## config.mk

```make
export PLATFORM = sky130hd
export DESIGN_NAME = seq_match_fsm_flat
export DESIGN_NICKNAME = d
export VERILOG_FILES = /design/src/rtl/seq_match_fsm_if.sv /design/src/rtl/seq_match_fsm.sv /design/src/flat_wrapper.sv
export SDC_FILE = /design/constraint.sdc
export NUM_CORES = 1
export LEC_CHECK = 0
export ABC_AREA = 1
export BUFFER_PORTS_ARGS = -buffer_cell sky130_fd_sc_hd__buf_4
export CELL_PAD_IN_SITES_DETAIL_PLACEMENT = 0
export CELL_PAD_IN_SITES_GLOBAL_PLACEMENT = 1
export CORE_MARGIN = 4
export CORE_UTILIZATION = 33
export CTS_BUF_LIST = sky130_fd_sc_hd__clkbuf_4 sky130_fd_sc_hd__clkbuf_8 sky130_fd_sc_hd__clkbuf_16
export DETAILED_ROUTE_END_ITERATION = 8
export PLACE_DENSITY = 0.84
export SKIP_CTS_REPAIR_TIMING = 1
export SLEW_MARGIN = 20
export SYNTH_ARGS = -nofsm -noshare
export SYNTH_HDL_FRONTEND = slang
export SYNTH_SLANG_ARGS = --single-unit
```

## constraint.sdc

```tcl
create_clock -name clk -period 1.4 [get_ports clk]
set_input_delay 0.07 -clock clk [delete_from_list [all_inputs] [get_ports clk]]
set_output_delay 0.07 -clock clk [all_outputs]
set_load 0.01 [all_outputs]
```

## src/rtl/seq_match_fsm_if.sv

```systemverilog
// Serial pattern-detector port bundle: stream, mode and pattern-load controls in,
// match pulse and match count out.
interface seq_match_fsm_if #(
  parameter int PAT_W = 3,
  parameter int CNT_W = 8
);
  logic             in_valid;
  logic             in;
  logic             overlap;
  logic             pat_load;
  logic [PAT_W-1:0] pat_value;
  logic             out;
  logic [CNT_W-1:0] match_count;

  modport master (
    output in_valid, in, overlap, pat_load, pat_value,
    input  out, match_count
  );

  modport slave (
    input  in_valid, in, overlap, pat_load, pat_value,
    output out, match_count
  );
endinterface

```

## src/rtl/seq_match_fsm.sv

```systemverilog
// Run-time-loadable serial pattern detector with overlapping/non-overlapping match modes.
// Optional saturating match counter is built only when SEQ_MATCH_CNT_EN is defined.
module seq_match_fsm #(
  parameter int               PAT_W   = 3,
  parameter logic [PAT_W-1:0] PAT_RST = PAT_W'(3'b101),
  parameter int               CNT_W   = 8
) (
  input  logic         clk,
  input  logic         areset,
  seq_match_fsm_if.slave bus
);

  localparam int                FILL_W = $clog2(PAT_W + 1);
  localparam logic [FILL_W-1:0] FULL   = FILL_W'(PAT_W);

  typedef enum logic {FILL, ARMED} state_t;

  logic [PAT_W-1:0]  pat_q,  pat_n;
  logic [PAT_W-1:0]  hist_q, hist_n;
  logic [FILL_W-1:0] fill_q, fill_n;
  logic              out_q,  out_n;

  state_t            state;
  logic [PAT_W-1:0]  hist_acc;
  logic [FILL_W-1:0] fill_acc;
  logic              match;

  function automatic logic [CNT_W-1:0] sat_inc(input logic [CNT_W-1:0] v);
    return (&v) ? v : v + 1'b1;
  endfunction

  // State register
  always_ff @(posedge clk) begin
    if (areset) begin
      pat_q  <= PAT_RST;
      hist_q <= '0;
      fill_q <= '0;
      out_q  <= 1'b0;
    end else begin
      pat_q  <= pat_n;
      hist_q <= hist_n;
      fill_q <= fill_n;
      out_q  <= out_n;
    end
  end

  // Next state: candidate history/fill assume the bit is accepted
  always_comb begin
    state    = (fill_q == FULL) ? ARMED : FILL;
    hist_acc = {hist_q[PAT_W-2:0], bus.in};
    fill_acc = (state == ARMED) ? FULL : fill_q + 1'b1;
    match    = (fill_acc == FULL) && (hist_acc == pat_q);

    pat_n  = pat_q;
    hist_n = hist_q;
    fill_n = fill_q;
    out_n  = 1'b0;

    if (bus.pat_load) begin
      pat_n  = bus.pat_value;
      hist_n = '0;
      fill_n = '0;
    end else if (bus.in_valid) begin
      if (match) begin
        out_n = 1'b1;
        // Non-overlapping mode restarts collection from scratch after a hit
        if (bus.overlap) begin
          hist_n = hist_acc;
          fill_n = FULL;
        end else begin
          hist_n = '0;
          fill_n = '0;
        end
      end else begin
        hist_n = hist_acc;
        fill_n = fill_acc;
      end
    end
  end

`ifdef SEQ_MATCH_CNT_EN
  logic [CNT_W-1:0] cnt_q;

  always_ff @(posedge clk) begin
    if (areset || bus.pat_load) begin
      cnt_q <= '0;
    end else if (out_q) begin
      cnt_q <= sat_inc(cnt_q);
    end
  end

  // Outputs
  always_comb begin
    bus.out         = out_q;
    bus.match_count = cnt_q;
  end
`else
  // Outputs
  always_comb begin
    bus.out         = out_q;
    bus.match_count = '0;
  end
`endif

endmodule

```

## src/flat_wrapper.sv

```systemverilog
// flat-port wrapper written by rule: the top's interface ports become plain ports
module seq_match_fsm_flat 
#(
  parameter int               PAT_W   = 3,
  parameter logic [PAT_W-1:0] PAT_RST = PAT_W'(3'b101),
  parameter int               CNT_W   = 8
)
  (clk, areset, bus_in_valid, bus_in, bus_overlap, bus_pat_load, bus_pat_value, bus_out, bus_match_count);
  seq_match_fsm_if #(.PAT_W(PAT_W), .CNT_W(CNT_W)) bus_i ();
  input  logic clk;
  input  logic areset;
  input wire logic [$bits(bus_i.in_valid)-1:0] bus_in_valid;
  input wire logic [$bits(bus_i.in)-1:0] bus_in;
  input wire logic [$bits(bus_i.overlap)-1:0] bus_overlap;
  input wire logic [$bits(bus_i.pat_load)-1:0] bus_pat_load;
  input wire logic [$bits(bus_i.pat_value)-1:0] bus_pat_value;
  output wire logic [$bits(bus_i.out)-1:0] bus_out;
  output wire logic [$bits(bus_i.match_count)-1:0] bus_match_count;
  assign bus_i.in_valid = bus_in_valid;
  assign bus_i.in = bus_in;
  assign bus_i.overlap = bus_overlap;
  assign bus_i.pat_load = bus_pat_load;
  assign bus_i.pat_value = bus_pat_value;
  assign bus_out = bus_i.out;
  assign bus_match_count = bus_i.match_count;
  seq_match_fsm #(.PAT_W(PAT_W), .PAT_RST(PAT_RST), .CNT_W(CNT_W)) u_core (.clk(clk), .areset(areset), .bus(bus_i));
endmodule
```

* Word level (Yosys, flattened, before mapping) *
Index checks and enable logic that the tools add are counted.

cells by class
  add/subtract/negate cells = 1
  multiply operators = 0
  divide/modulo/power cells = 0
  $lt $le $gt $ge = 0
  equality and inequality tests = 3
  shift-type cells = 0
  mux-type cells = 7
  bitwise operators = 1
  reductions and logical operators = 3

operators by type and width
  operator                                                        number
  2-bit two-way mux                                               5
  2-bit == test (second input constant)                           2
  3-bit == test                                                   1
  3-bit OR reduction                                              1
  2-bit by 1-bit adder with 2-bit output (second input constant)  1
  1-bit two-way mux                                               2
  2-bit OR reduction                                              1
  1-bit logical AND                                               1
  1-bit NOT                                                       1

storage, ports and cells
  register bits after elaboration = 8
  bits in latches = 0
  RAM bits = 0
  ROM bits = 0
  input bits = 9
  output and inout port bits = 9
  word-level logic and storage cells = 19
  memories kept = 0

* Logic depth before layout (Yosys ltp) *
  depth in word-level cells = 6
  mapped depth = 7
  mapped depth without buffers = 7

* Least setup slack after synthesis *
OpenSTA, ideal clock, no wires.

  path type = reg-to-reg
  start = register u_core.pat_q[0]
  end = register u_core.fill_q[0]
  library setup time = 0.117 ns
  data arrival time = 0.761 ns
  required time = 1.283 ns
  path slack = 0.522 ns
  cell stages (with the launch flop) = 8
  buffers on the path = 0
  clock period less this slack = 0.878 ns
  cells stage by stage = dfxtp_1 -> inv_1 -> nand2_1 -> nand2_4 -> nor2_4 -> nand3_2 -> nand2_2 -> nor2_1

on the way
  longest elaborated chain between the ends = 3

ends and longest elaborated chain
  item                      line                 source
  start: declaration        seq_match_fsm.sv:18  logic [PAT_W-1:0] pat_q, pat_n;
  start signal: assignment  seq_match_fsm.sv:40  pat_q <= pat_n;
  3-bit == test             seq_match_fsm.sv:52  match = (fill_acc == FULL) && (hist_acc == pat_q);
  1-bit logical AND         seq_match_fsm.sv:52
  2-bit two-way mux         seq_match_fsm.sv:64  if (match) begin
  end signal: assignment    seq_match_fsm.sv:42  fill_q <= fill_n;
  end: declaration          seq_match_fsm.sv:20  logic [FILL_W-1:0] fill_q, fill_n;

No other way between the ends.
A chain may end at the register's enable or synchronous reset.

* Final worst setup path *
  start = register u_core.pat_q[0]
  end = register u_core.hist_q[1]

on the way
  longest elaborated chain between the ends = 3

ends and longest elaborated chain
  item                    line                 source
  3-bit == test           seq_match_fsm.sv:52
  1-bit logical AND       seq_match_fsm.sv:52
  2-bit two-way mux       seq_match_fsm.sv:64
  end signal: assignment  seq_match_fsm.sv:41  hist_q <= hist_n;
  end: declaration        seq_match_fsm.sv:19  logic [PAT_W-1:0] hist_q, hist_n;

No other way between the ends.

==> reports/results.tsv <==
metric	value	unit
pin_count	18	
hp-start	bus_pat_value[2]	
setup_tns	0	ps
rsz0062_at_grt	false	
antenna_found_initial	0	
switchingPower	0.127	mW
path_max_fanout	3	
synthXorXnorAreaFrac	0	
htree_levels	1	
leakagePower	0.279	nW
drt_pre_antenna_iters	3	
grt_overflow	0	
ir_drop	0.000365	V
antenna_cells	0	
wl_per_cell	8.73	um
cap_violations	0	
pwr-share-clk	0.360	
drt-total-wl	777	um
final.setup_skew	6.21	ps
syn_area_per_cell	7.19	um2
synth_top_area_frac	0.354	
power_frac_comb	0.148	
grt_max_degree	8	
synthAdderAreaFrac	0	
grt.total_usage	0.0923	
synth_cell_type_count	16	
nNetsFinal	85	
pwr-share-seq	0.492	
std_cell_rows	13	
hold_slack	24.2	ps
p_sw_frac	0.257	
end_kind	flip-flop	
startpoint_type	flip-flop	
drtAntennaViolNets	0	
path_clk_slew	50	ps
cts_buffer_depth	2	
routed_via_density	4.11	
chipHeight	45.0	um
power	0.492	mW
core-area	0.00130	mm2
synth_compound_area_frac	0.0994	
finalCritPeriodShare	0.683	
cts_buffers	3	
post-dp-hpwl	642	um
hold_violations	0	
synth.area.mux_share	0.0221	
period_needed	957	ps
r2r_start	u_core.pat_q[0]$_SDFFE_PP1P_	
fillers	148	
synth_area	453	um2
vias	366	
cp.required	1550	ps
startpoint	u_core.pat_q[0]$_SDFFE_PP1P_	
p_int	0.366	mW
synthSimpleGateAreaFrac	0.285	
p_per_area	933	mW/mm2
drt_iter0_drc	1	
io_buffers	9	
synth-seq-area-share	0.354	
first_global_vias	324	
drive_above_1_share	0.257	
synthCells	63	
ys_ff_latch	8	
syn2layout_area_growth	16.6	%
worstHoldPathType	in -> reg	
setup_viol	0	
async_flop_share	0	
synth_enable_flop_cells	0	
clk_latency	260	ps
max_freq	1050	MHz
yosys-top-cells-area	dfxtp_1 35%, buf_4 13%, inv_1 9.9%	
cts-root-buf	clkbuf_4	
synth_top_cell_by_area	dfxtp_1	
cts_tree	done	
start_util	0.348	
crit_type	reg -> reg	
routabilityCongestion	0.662	
drc_errors	0	
clock_sinks	8	
crit_arrival	1100	ps
die_area	0.00203	mm2
ys.flop_type	dfxtp_1	
die_width	45.0	um
grt_first_pass_wirelength	1.23	mm
maxSlewViolCount	0	
yosysWarnings	0	
synth_top_family_by_area	simple AND/OR/NAND/NOR gates	
status	complete, no violations	
## worst max-delay path, cell delays in order (launching register included)
cell and delay, ps:
dfxtp_1 320, inv_1 60, nand2_1 90, nand2_4 60
nor2_4 120, nand3_2 80, nand2_2 80, nor2_1 40
## final timing paths
| check | endpoint | slack (ps) | cells past startpoint |
|---|---|---|---|
| worst max-delay path | u_core.hist_q[1]$_SDFFE_PP0P_ | 440 | 7 |
| worst min-delay path | u_core.pat_q[2]$_SDFFE_PP1P_ | 20 | 3 |
| worst max register to register | u_core.hist_q[1]$_SDFFE_PP0P_ | 440 | 7 |
| worst min register to register | u_core.pat_q[1]$_SDFFE_PP0P_ | 490 | 2 |
## stage by stage
step	std cells	util	area, um2	setup WS [ps]
2_1_floorplan	70	-	479	522
3_3_place_gp	86	0.388	505	458
3_5_place_dp	86	0.388	505	431
5_1_grt	89	0.406	528	346
6_report	89	0.406	528	443
4_1_cts	89	0.406	528	424
## cell type report
cell class              count  area (um2)  share of cell area
well taps                  15        18.8              0.0355
clock buffers               3        22.5              0.0427
multi-input cells          42         214               0.405
flip-flops and latches      8         160               0.303
repair buffers              9        67.6               0.128
inverters                  12        45.0              0.0853
## cell families after synthesis
family,count (synthesis)
other,1
buffers and inverters,20
DFF,8
and+or+nand+nor,24
AOI/OAI and AO/OA,9
muxes,1
## state kept, by name, summed over array words and instances (netlist names)
register,count
u_core.bus.out,1
u_core.hist_q,2
u_core.fill_q,2
u_core.pat_q,3
## synth_stat cells (2+ instances only)
cell type  number
inv_1          12
nand2_1        10
buf_4           8
dfxtp_1         8
nor2_1          5
o21ai_0         5
a21oi_1         3
nand2_2         2
nand3_1         2
nor2_4          2
## cells in the final DEF (no fill, tap or decap), types with 2 or more instances in the layout
| master | n |
|---|---|
| nand3_1 | 2 |
| conb_1 | 8 |
| nor2_1 | 5 |
| clkbuf_4 | 3 |
| dfxtp_1 | 8 |
| nand2_1 | 10 |
| nand2_2 | 2 |
| nor2_4 | 2 |
| a21oi_1 | 3 |
| inv_1 | 12 |
| o21ai_0 | 5 |
| buf_4 | 9 |
## routing by layer
layer,up-vias,wire (um),track usage,part of all wire
met1,155,286,0.0872,0.37
li1,196,-,-,-
met2,10,402,0.141,0.52
met5,-,0,0,0
met4,0,43,0.105,0.055
met3,5,44,0.0359,0.057
## power groups by stage
stage          registers [mW]  clock network [mW]  logic (mW)
2_1_floorplan           0.246                   0      0.0609
3_3_place_gp            0.247                   0      0.0727
3_5_place_dp            0.247                   0      0.0730
4_1_cts                 0.242               0.185      0.0736
5_1_grt                 0.243               0.197      0.0829
6_report                0.242               0.177      0.0730
Power figures use the tool's default switching activity.
